**src/rtl/sd_cmd_rx_if.sv**
```systemverilog
// Bundles the CMD-line sample strobes and the decoded-frame outputs of sd_cmd_rx.
// The bit sampler drives the master side and the command decoder reads it.
interface sd_cmd_rx_if;
    logic        bit_en;
    logic        cmd_in;
    logic        abort;
    logic        busy;
    logic        frame_valid;
    logic        cmd_dir;
    logic [5:0]  cmd_index;
    logic [31:0] cmd_arg;
    logic [6:0]  cmd_crc;
    logic        crc_ok;
    logic        end_ok;
    logic        dir_err;

    modport master (
        output bit_en, cmd_in, abort,
        input  busy, frame_valid, cmd_dir, cmd_index, cmd_arg, cmd_crc,
               crc_ok, end_ok, dir_err
    );

    modport slave (
        input  bit_en, cmd_in, abort,
        output busy, frame_valid, cmd_dir, cmd_index, cmd_arg, cmd_crc,
               crc_ok, end_ok, dir_err
    );
endinterface

```
**src/rtl/sd_cmd_rx.sv**
```systemverilog
// Serial receiver / CRC7 checker for 48-bit SD command frames on the CMD line.
// Optional SD_CMD_RX_ERR_CNT_EN adds a saturating err_cnt of bad delivered frames.
module sd_cmd_rx #(
    parameter bit TX_BIT_CHECK = 1'b1,
    parameter bit TX_BIT_EXP   = 1'b1
) (
    input  logic       clk,
    input  logic       rst_n,
    sd_cmd_rx_if.slave bus
`ifdef SD_CMD_RX_ERR_CNT_EN
    ,
    output logic [7:0] err_cnt
`endif
);

    localparam int unsigned PAY_W        = 39;
    localparam int unsigned CRC_W        = 7;
    localparam int unsigned CNT_W        = 6;
    localparam int unsigned IDX_W        = 6;
    localparam int unsigned ARG_W        = 32;
    localparam int unsigned PAY_LAST_CNT = 39;
    localparam int unsigned CRC_LAST_CNT = 46;

    typedef enum logic [2:0] {
        S_IDLE,
        S_PAYLOAD,
        S_CRC,
        S_STOP,
        S_DONE
    } state_e;

    state_e             state_q,    state_d;
    logic [CNT_W-1:0]   cnt_q,      cnt_d;
    logic [PAY_W-1:0]   pay_q,      pay_d;
    logic [CRC_W-1:0]   crc_q,      crc_d;
    logic [CRC_W-1:0]   crc_sr_q,   crc_sr_d;
    logic               end_q,      end_d;
    logic               busy_q,     busy_d;
    logic               fv_q,       fv_d;
    logic               dir_q,      dir_d;
    logic [IDX_W-1:0]   index_q,    index_d;
    logic [ARG_W-1:0]   arg_q,      arg_d;
    logic [CRC_W-1:0]   cmd_crc_q,  cmd_crc_d;
    logic               crc_ok_q,   crc_ok_d;
    logic               end_ok_q,   end_ok_d;
    logic               dir_err_q,  dir_err_d;
    logic               crc_fb;
`ifdef SD_CMD_RX_ERR_CNT_EN
    logic [7:0]         err_cnt_q,  err_cnt_d;
`endif

    // Next-state, datapath and output decode.
    always_comb begin
        state_d   = state_q;
        cnt_d     = cnt_q;
        pay_d     = pay_q;
        crc_d     = crc_q;
        crc_sr_d  = crc_sr_q;
        end_d     = end_q;
        busy_d    = busy_q;
        fv_d      = 1'b0;
        dir_d     = dir_q;
        index_d   = index_q;
        arg_d     = arg_q;
        cmd_crc_d = cmd_crc_q;
        crc_ok_d  = crc_ok_q;
        end_ok_d  = end_ok_q;
        dir_err_d = dir_err_q;
        crc_fb    = bus.cmd_in ^ crc_q[6];
`ifdef SD_CMD_RX_ERR_CNT_EN
        err_cnt_d = err_cnt_q;
`endif

        if (bus.abort) begin
            // Abort beats everything, including a start bit on the same cycle.
            state_d = S_IDLE;
            busy_d  = 1'b0;
            cnt_d   = '0;
        end else begin
            unique case (state_q)
                S_IDLE: begin
                    if (bus.bit_en && !bus.cmd_in) begin
                        state_d = S_PAYLOAD;
                        busy_d  = 1'b1;
                        cnt_d   = CNT_W'(1);
                        crc_d   = '0;
                    end
                end
                S_PAYLOAD: begin
                    if (bus.bit_en) begin
                        pay_d = {pay_q[PAY_W-2:0], bus.cmd_in};
                        crc_d = {crc_q[5:3], crc_q[2] ^ crc_fb, crc_q[1:0], crc_fb};
                        cnt_d = cnt_q + CNT_W'(1);
                        if (cnt_q == CNT_W'(PAY_LAST_CNT)) begin
                            state_d = S_CRC;
                        end
                    end
                end
                S_CRC: begin
                    if (bus.bit_en) begin
                        crc_sr_d = {crc_sr_q[CRC_W-2:0], bus.cmd_in};
                        cnt_d    = cnt_q + CNT_W'(1);
                        if (cnt_q == CNT_W'(CRC_LAST_CNT)) begin
                            state_d = S_STOP;
                        end
                    end
                end
                S_STOP: begin
                    if (bus.bit_en) begin
                        end_d   = bus.cmd_in;
                        state_d = S_DONE;
                    end
                end
                S_DONE: begin
                    // Deliver regardless of CRC, end-bit or direction errors.
                    dir_d     = pay_q[38];
                    index_d   = pay_q[37:32];
                    arg_d     = pay_q[31:0];
                    cmd_crc_d = crc_sr_q;
                    crc_ok_d  = (crc_q == crc_sr_q);
                    end_ok_d  = end_q;
                    dir_err_d = TX_BIT_CHECK && (pay_q[38] != TX_BIT_EXP);
                    fv_d      = 1'b1;
                    busy_d    = 1'b0;
                    cnt_d     = '0;
                    state_d   = S_IDLE;
`ifdef SD_CMD_RX_ERR_CNT_EN
                    if (((crc_q != crc_sr_q) || !end_q) && (err_cnt_q != 8'hFF)) begin
                        err_cnt_d = err_cnt_q + 8'd1;
                    end
`endif
                end
                default: begin
                    state_d = S_IDLE;
                    busy_d  = 1'b0;
                    cnt_d   = '0;
                end
            endcase
        end
    end

    // State and output registers with synchronous active-low reset.
    always_ff @(posedge clk) begin
        if (!rst_n) begin
            state_q   <= S_IDLE;
            cnt_q     <= '0;
            pay_q     <= '0;
            crc_q     <= '0;
            crc_sr_q  <= '0;
            end_q     <= 1'b0;
            busy_q    <= 1'b0;
            fv_q      <= 1'b0;
            dir_q     <= 1'b0;
            index_q   <= '0;
            arg_q     <= '0;
            cmd_crc_q <= '0;
            crc_ok_q  <= 1'b0;
            end_ok_q  <= 1'b0;
            dir_err_q <= 1'b0;
`ifdef SD_CMD_RX_ERR_CNT_EN
            err_cnt_q <= '0;
`endif
        end else begin
            state_q   <= state_d;
            cnt_q     <= cnt_d;
            pay_q     <= pay_d;
            crc_q     <= crc_d;
            crc_sr_q  <= crc_sr_d;
            end_q     <= end_d;
            busy_q    <= busy_d;
            fv_q      <= fv_d;
            dir_q     <= dir_d;
            index_q   <= index_d;
            arg_q     <= arg_d;
            cmd_crc_q <= cmd_crc_d;
            crc_ok_q  <= crc_ok_d;
            end_ok_q  <= end_ok_d;
            dir_err_q <= dir_err_d;
`ifdef SD_CMD_RX_ERR_CNT_EN
            err_cnt_q <= err_cnt_d;
`endif
        end
    end

    assign bus.busy        = busy_q;
    assign bus.frame_valid = fv_q;
    assign bus.cmd_dir     = dir_q;
    assign bus.cmd_index   = index_q;
    assign bus.cmd_arg     = arg_q;
    assign bus.cmd_crc     = cmd_crc_q;
    assign bus.crc_ok      = crc_ok_q;
    assign bus.end_ok      = end_ok_q;
    assign bus.dir_err     = dir_err_q;
`ifdef SD_CMD_RX_ERR_CNT_EN
    assign err_cnt         = err_cnt_q;
`endif

endmodule

```
**src/flat_wrapper.sv**
```systemverilog
// flat-port wrapper written by rule: the top's interface ports become plain ports
module sd_cmd_rx_flat 
#(
    parameter bit TX_BIT_CHECK = 1'b1,
    parameter bit TX_BIT_EXP   = 1'b1
)
  (clk, rst_n, bus_bit_en, bus_cmd_in, bus_abort, bus_busy, bus_frame_valid, bus_cmd_dir, bus_cmd_index, bus_cmd_arg, bus_cmd_crc, bus_crc_ok, bus_end_ok, bus_dir_err);
  sd_cmd_rx_if bus_i ();
  input  logic clk;
  input  logic rst_n;
  input wire logic [$bits(bus_i.bit_en)-1:0] bus_bit_en;
  input wire logic [$bits(bus_i.cmd_in)-1:0] bus_cmd_in;
  input wire logic [$bits(bus_i.abort)-1:0] bus_abort;
  output wire logic [$bits(bus_i.busy)-1:0] bus_busy;
  output wire logic [$bits(bus_i.frame_valid)-1:0] bus_frame_valid;
  output wire logic [$bits(bus_i.cmd_dir)-1:0] bus_cmd_dir;
  output wire logic [$bits(bus_i.cmd_index)-1:0] bus_cmd_index;
  output wire logic [$bits(bus_i.cmd_arg)-1:0] bus_cmd_arg;
  output wire logic [$bits(bus_i.cmd_crc)-1:0] bus_cmd_crc;
  output wire logic [$bits(bus_i.crc_ok)-1:0] bus_crc_ok;
  output wire logic [$bits(bus_i.end_ok)-1:0] bus_end_ok;
  output wire logic [$bits(bus_i.dir_err)-1:0] bus_dir_err;
  assign bus_i.bit_en = bus_bit_en;
  assign bus_i.cmd_in = bus_cmd_in;
  assign bus_i.abort = bus_abort;
  assign bus_busy = bus_i.busy;
  assign bus_frame_valid = bus_i.frame_valid;
  assign bus_cmd_dir = bus_i.cmd_dir;
  assign bus_cmd_index = bus_i.cmd_index;
  assign bus_cmd_arg = bus_i.cmd_arg;
  assign bus_cmd_crc = bus_i.cmd_crc;
  assign bus_crc_ok = bus_i.crc_ok;
  assign bus_end_ok = bus_i.end_ok;
  assign bus_dir_err = bus_i.dir_err;
  sd_cmd_rx #(.TX_BIT_CHECK(TX_BIT_CHECK), .TX_BIT_EXP(TX_BIT_EXP)) u_core (.clk(clk), .rst_n(rst_n), .bus(bus_i));
endmodule
```
**config.mk**
```make
export PLATFORM = sky130hd
export DESIGN_NAME = sd_cmd_rx_flat
export DESIGN_NICKNAME = d
export VERILOG_FILES = /design/src/rtl/sd_cmd_rx_if.sv /design/src/rtl/sd_cmd_rx.sv /design/src/flat_wrapper.sv
export SDC_FILE = /design/constraint.sdc
export NUM_CORES = 1
export LEC_CHECK = 0
export CAP_MARGIN = 15
export CELL_PAD_IN_SITES_DETAIL_PLACEMENT = 0
export CELL_PAD_IN_SITES_GLOBAL_PLACEMENT = 1
export CORE_MARGIN = 2
export CORE_UTILIZATION = 30
export DETAILED_ROUTE_END_ITERATION = 16
export PLACE_DENSITY_LB_ADDON = 0.1
export RECOVER_POWER = 25
export SLEW_MARGIN = 20
export SYNTH_ARGS = -nofsm -noshare
export SYNTH_HDL_FRONTEND = slang
export SYNTH_SLANG_ARGS = --single-unit
```
**constraint.sdc**
```tcl
create_clock -name clk -period 1.39 [get_ports clk]
set_input_delay 0.3475 -clock clk [delete_from_list [all_inputs] [get_ports clk]]
set_output_delay 0.3475 -clock clk [all_outputs]
set_load 0.05 [all_outputs]
```
---- After elaboration in Yosys (flattened, before gate mapping) ----
Cells that the tools add are included.
W data, S select, Z words.
word-level totals
  register bits after elaboration ......... 114
  logic and storage cells ................. 68
  bits of input ports ..................... 5
  output and inout bits ................... 51
cells by class
  add/sub/neg operators ................... 1
  equal/unequal tests ..................... 14
  reduce and logical (&&, ||, !) cells .... 15
  bitwise logic cells ..................... 7
  multiplexer cells ....................... 16
operator list
  cell                   count
  $mux W3                6
  $pmux W6 S3            1
  $mux W7                2
  $pmux W7 S2            1
  $eq A6 B6 Y1 const B   2
  $mux W6                2
  $pmux W3 S4            1
  $reduce_and A3 Y1      4
  $ne A2 B1 Y1 const B   4
  $eq A7 B7 Y1           1
  $add A6 B1 Y6 const B  1
  $eq A3 B2 Y1 const B   2
  $ne A2 B2 Y1 const B   3
  $reduce_and A6 Y1      1
  $not A1 Y1             5
  $reduce_and A2 Y1      2
  $reduce_and A4 Y1      1
  $reduce_or A2 Y1       2
  $eq A3 B1 Y1 const B   1
  $eq A3 B3 Y1 const B   1
  $logic_not A3 Y1       1
  $reduce_or A3 Y1       1
  $mux W1                2
  $pmux W1 S2            1
  other kinds (4)        5

---- Logic depth before layout (Yosys ltp) ----
Gate-level depths: netlist (run 1).
  word-level depth ........................ 4
  depth in mapped cells ................... 6
  mapped depth without buffers ............ 6

---- Worst setup path after synthesis (run 1) ----
OpenSTA, ideal clock, no wires.
  kind .................................... register to register
  start ................................... reg u_core.state_q[0]
  end ..................................... reg u_core.dir_err_q (netlist: u_core.bus.dir_err)
  clock period less this slack ............ 1501 ps
  slack ................................... -111 ps
  setup time .............................. 115 ps
  arrival time ............................ 1386 ps
  data required time ...................... 1275 ps
  stages on the path, launching flop included .. 7
  buffers on the path ..................... 2
  path through ............................ dfxtp_1 -> or4b_1 -> clkbuf_1 -> buf_2 -> nand2_1 -> o21ai_1 -> and2_1
between the ends
  longest elaborated chain between the ends .. 2
ends and longest elaborated chain
  item                                line              RTL
  start: declaration                  sd_cmd_rx.sv:32   state_e state_q, state_d;
  start signal: assignment            sd_cmd_rx.sv:164  state_q <= state_d;
  $eq A3 B3 Y1                        sd_cmd_rx.sv:80   unique case (state_q)
  $reduce_and A2 Y1 (no source line)  n/a
  end signal: assignment              sd_cmd_rx.sv:178  dir_err_q <= dir_err_d;
  end: declaration                    sd_cmd_rx.sv:46   logic dir_err_q, dir_err_d;
No other way between the ends.
A chain may end at the register's enable or synchronous reset.

---- Worst setup path in the final report (run 1) ----
  start ................................... reg u_core.state_q[0]
  end ..................................... reg u_core.pay_q[20]
between the ends
  longest elaborated chain between the ends .. 2
ends and longest elaborated chain
  item                                line              RTL
  $eq A3 B1 Y1                        sd_cmd_rx.sv:80
  $reduce_and A3 Y1 (no source line)  n/a
  end signal: assignment              sd_cmd_rx.sv:166  pay_q <= pay_d;
  end: declaration                    sd_cmd_rx.sv:34   logic [PAY_W-1:0] pay_q, pay_d;
No other way between the ends.

==> results by group, run 1 <==
Outcome
  – Status: complete, but fails checks
  – Violated checks: negative setup slack

Yosys
  – Register area share after synthesis: between 40% and 50%
  – Largest family of logic cells by synthesized area: simple AND/OR/NAND/NOR gates
  – Synth Net Count: approximately 540
  – Count leader, synth: nand2_1
  – Mapped Area: about 4600 sq um
  – Post-synth cell types: between 40 and 50
  – Mux cell area share after synthesis: approximately 1.7%
  – Post-synth EDFFs: 0
  – Top_reg_cell synth: dfxtp_1
  – Area leader, netlist: dfxtp_1
  – Synth cell count leaders: nand2_1 (185), dfxtp_1 (114), a21boi_1 (80)
  – Mean area per synthesized cell: 8.63 sq um
  – Synth area leaders: dfxtp_1 (49%), nand2_1 (15%), a21boi_1 (13%)
  – Post-Synth Simple-Gate Area: between 20% and 30%
  – Synth Area in XOR/XNOR: 2.06%
  – Synth Register Bits: ~110
  – Compound-Gate Fraction of Synth Area: between 10% and 20%
  – Post-synth ARST share: 0%
  – Mapped Cells: around 540
  – Total number of yosys warnings: 0
  – Adder-Cell Fraction of Synth Area: 0.542%
  – Synth top area share: 49.4%

Critical path
  – CP Max Fanout: 10
  – Critical path arrival: approximately 1.8 ns
  – Required time of the worst setup path: between 1.5 and 2 ns
  – Slowest cell on crit path: dfxtp_2
  – Crit. End Element: flop
  – Critical path class: flop to flop
  – Max incr delay on CP: 0.35 ns
  – Critical Path Source Type: flop
  – CP cell instances: buf_8, nor3b_4, and2_4, clkbuf_16, nand2_1, a21boi_1

Global route
  – First-pass GRT wire length: around 18000 microns
  – Total gr overflow: 0
  – Largest net degree at the start of global routing: ~110
  – Via count of the first global-routing pass: 3638
  – GRT Overall Usage: ~14%
  – Initial antenna violation count: 0

Cells and area
  – Area growth from synthesis to layout: 52.6%
  – Nets: about 630
  – Design Area, Final: about 7000 sq um
  – Antenna cell count: 0
  – FILL cells: about 1400
  – Share of cells above drive strength 1: between 20 and 30%

Timing
  – Relative slew margins: around 75%
  – Slew @ Worst Pin: ~0.38 ns
  – Unrepaired setup endpoints after global routing: yes
  – Fin Clk Skew: a little under 0.007 ns
  – Post-route setup slack: -0.107 ns
  – Final Critical Period: roughly 1.5 ns
  – Final period utilization: 108%
  – Setup violations, final: 95
  – Max Freq: 668 MHz
  – Max-slew violations: 0
  – Hold Vio Cnt, Final: 0

Pwr
  – Comb power frac: between 3 and 4%
  – Switch Pwr: roughly 1.6 mW
  – Max IR drop VDD: between 0.8 and 0.9 mV
  – Flop pwr share: ~42%
  – Clk pwr share: between 50% and 60%
  – Power per cell area: 1110 nW/um^2
  – Sw Share: about a fifth
  – Pleak: approximately 2.8 nW
  – Pint: ~6.2 mW

Placed design
  – Final HPWL from detailed placement: 6860 microns
  – Buffers on Ports: 55
  – Area after DPL: 6070 sq um
  – Pre-CTS WS: -0.668 ns
  – Routability congestion estimate: 0.748

Hold path
  – Min-delay worst type: input pin to flop

Routing
  – Drt first pass iters: 5
  – Drc violations: 0
  – Via count: between 3000 and 4000
  – Antenna Violating Nets Remaining: 0
  – Initial drt markers: approximately 220
  – Final wirelength: between 10000 and 15000 microns
  – Vias per cell: approximately 4.7
  – WL/cell: 14.0 microns

Floorplanning
  – Number of I/O pins: 56
  – Chip Height: 128 microns
  – Core outline area: 15100 sq um
  – Standard-cell rows: 45
  – Initial Util: a little under a third
  – Die W: approximately 130 microns
  – Die Area: around 16000 sq um

Clocking
  – Buffers from clock root to sink, at most: 2
  – H-tree depth: 4
  – Clock Root Buffer: clkbuf_16
  – Reg clk slew, reported paths: ~0.05 ns
  – Hold-fix buffers, CTS: 0
  – Cts bufs inserted: 17
  – Clk Latency, worst-skew pair: slightly above 0.4 ns
  – CTS tree: built
  – Clock sink total: 114

Run
  – Max Cap Viol: 0
-- power groups by stage --
stage / sequential (mW) / combinational (mW) / clock [mW]
6_report: 3.28 / 0.269 / 4.25
5_1_grt: 3.28 / 0.288 / 4.51
4_1_cts: 3.28 / 0.256 / 4.34
3_5_place_dp: 3.35 / 0.228 / 0
3_3_place_gp: 3.35 / 0.227 / 0
2_1_floorplan: 3.35 / 0.137 / 0
-- critical path, delay by kind of cell, from the launching register on --
kind,cells,cell delay (ns)
AND/OR/NAND/NOR,3,0.60
flip-flops,1,0.35
buffers and inverters,2,0.32
AO/OA/AOI/OAI,1,0.14
-- final cells by class --
cell class	instances	area, sq um	share of cell area [%]
Multi-Input combinational cell	379	2390	33.9
Sequential cell	114	2290	32.5
Timing Repair Buffer	105	1540	21.9
Clock buffer	21	470	6.68
Tap cell	188	235	3.34
Clock inverter	11	110	1.56
Inverter	4	15.0	0.213
-- kinds of logic after synthesis --
kind of cell | count (synthesis)
AOI/OAI and AO/OA | 119
xor gates and xnor gates | 10
adders and majority gates | 2
buffers and inverters | 42
DFF | 114
muxes | 8
and+or+nand+nor | 240
-- sequential cells by signal, summed over array words and instances, names as in the netlist --
| signal | cells |
|---|---|
| u_core.bus.busy | 1 |
| u_core.bus.cmd_arg | 32 |
| u_core.bus.cmd_crc | 7 |
| u_core.bus.cmd_dir | 1 |
| u_core.bus.cmd_index | 6 |
| u_core.bus.crc_ok | 1 |
| u_core.bus.dir_err | 1 |
| u_core.bus.end_ok | 1 |
| u_core.bus.frame_valid | 1 |
| u_core.cnt_q | 6 |
| u_core.crc_q | 7 |
| u_core.crc_sr_q | 7 |
| u_core.end_q | 1 |
| u_core.pay_q | 39 |
| u_core.state_q | 3 |
-- stage by stage --
stage	power, mW	TNS (ns)	util (%)	instances	hold WS [ns]
after floorplan	3.49	-0.993	-	535	0.441
after global placement	3.57	-59.07	40.1	773	0.453
after detailed placement	3.58	-58.77	40.1	773	0.459
after CTS	7.87	-1.18	45.5	815	0.371
after global routing	8.08	-9.90	46.5	822	0.422
final	7.80	-3.92	46.5	822	0.383
-- final timing paths --
path,startpoint,endpoint,slack (ns),cells past startpoint
worst max-delay path,u_core.state_q[0],u_core.pay_q[20],-0.11,6
worst min-delay path,rst_n,u_core.cnt_q[0],0.38,5
worst max register to register,u_core.state_q[0],u_core.pay_q[20],-0.11,6
worst min register to register,u_core.bus.cmd_dir,u_core.bus.cmd_dir,0.45,2
-- layer usage --
metal  vias to the layer above  part of all wire (%)  wire [microns]  track usage (%)
met5                         -                     0               0                0
met4                         0                   1.8             206             7.18
met3                        18                   3.4             390             4.05
met2                        71                    47            5450             22.2
met1                      1780                    47            5420             17.8
li1                       1957                     -               -                -
-- cell usage in the layout, fill, tap and decap left out, drive strengths merged, types with 4 or more instances in the layout --
| cell type | n |
|---|---|
| buf | 85 |
| nor2 | 4 |
| a21oi | 8 |
| mux2i | 8 |
| nand3 | 12 |
| nand2 | 185 |
| xor2 | 7 |
| clkbuf | 37 |
| a21boi | 94 |
| nor2b | 11 |
| o21ai | 6 |
| dfxtp | 114 |
| clkinv | 7 |
| inv | 4 |
-- what timing repair did --
item	in CTS	in global routing
pin swaps	10	35
setup buffers	10	4
resized for setup	40	59
hold endpoints to repair	0	0
gates cloned	2	4
setup endpoints to repair	110	110
Note: power is estimated with default switching activity, not from simulation.
==> inputs of run 2 (changes only) <==
- CAP_MARGIN: 15 -> unset
- CTS_CLUSTER_SIZE: unset -> 20
==> results of run 2 <==
The final DEF is identical to that of run 1; final timing and power are the same.
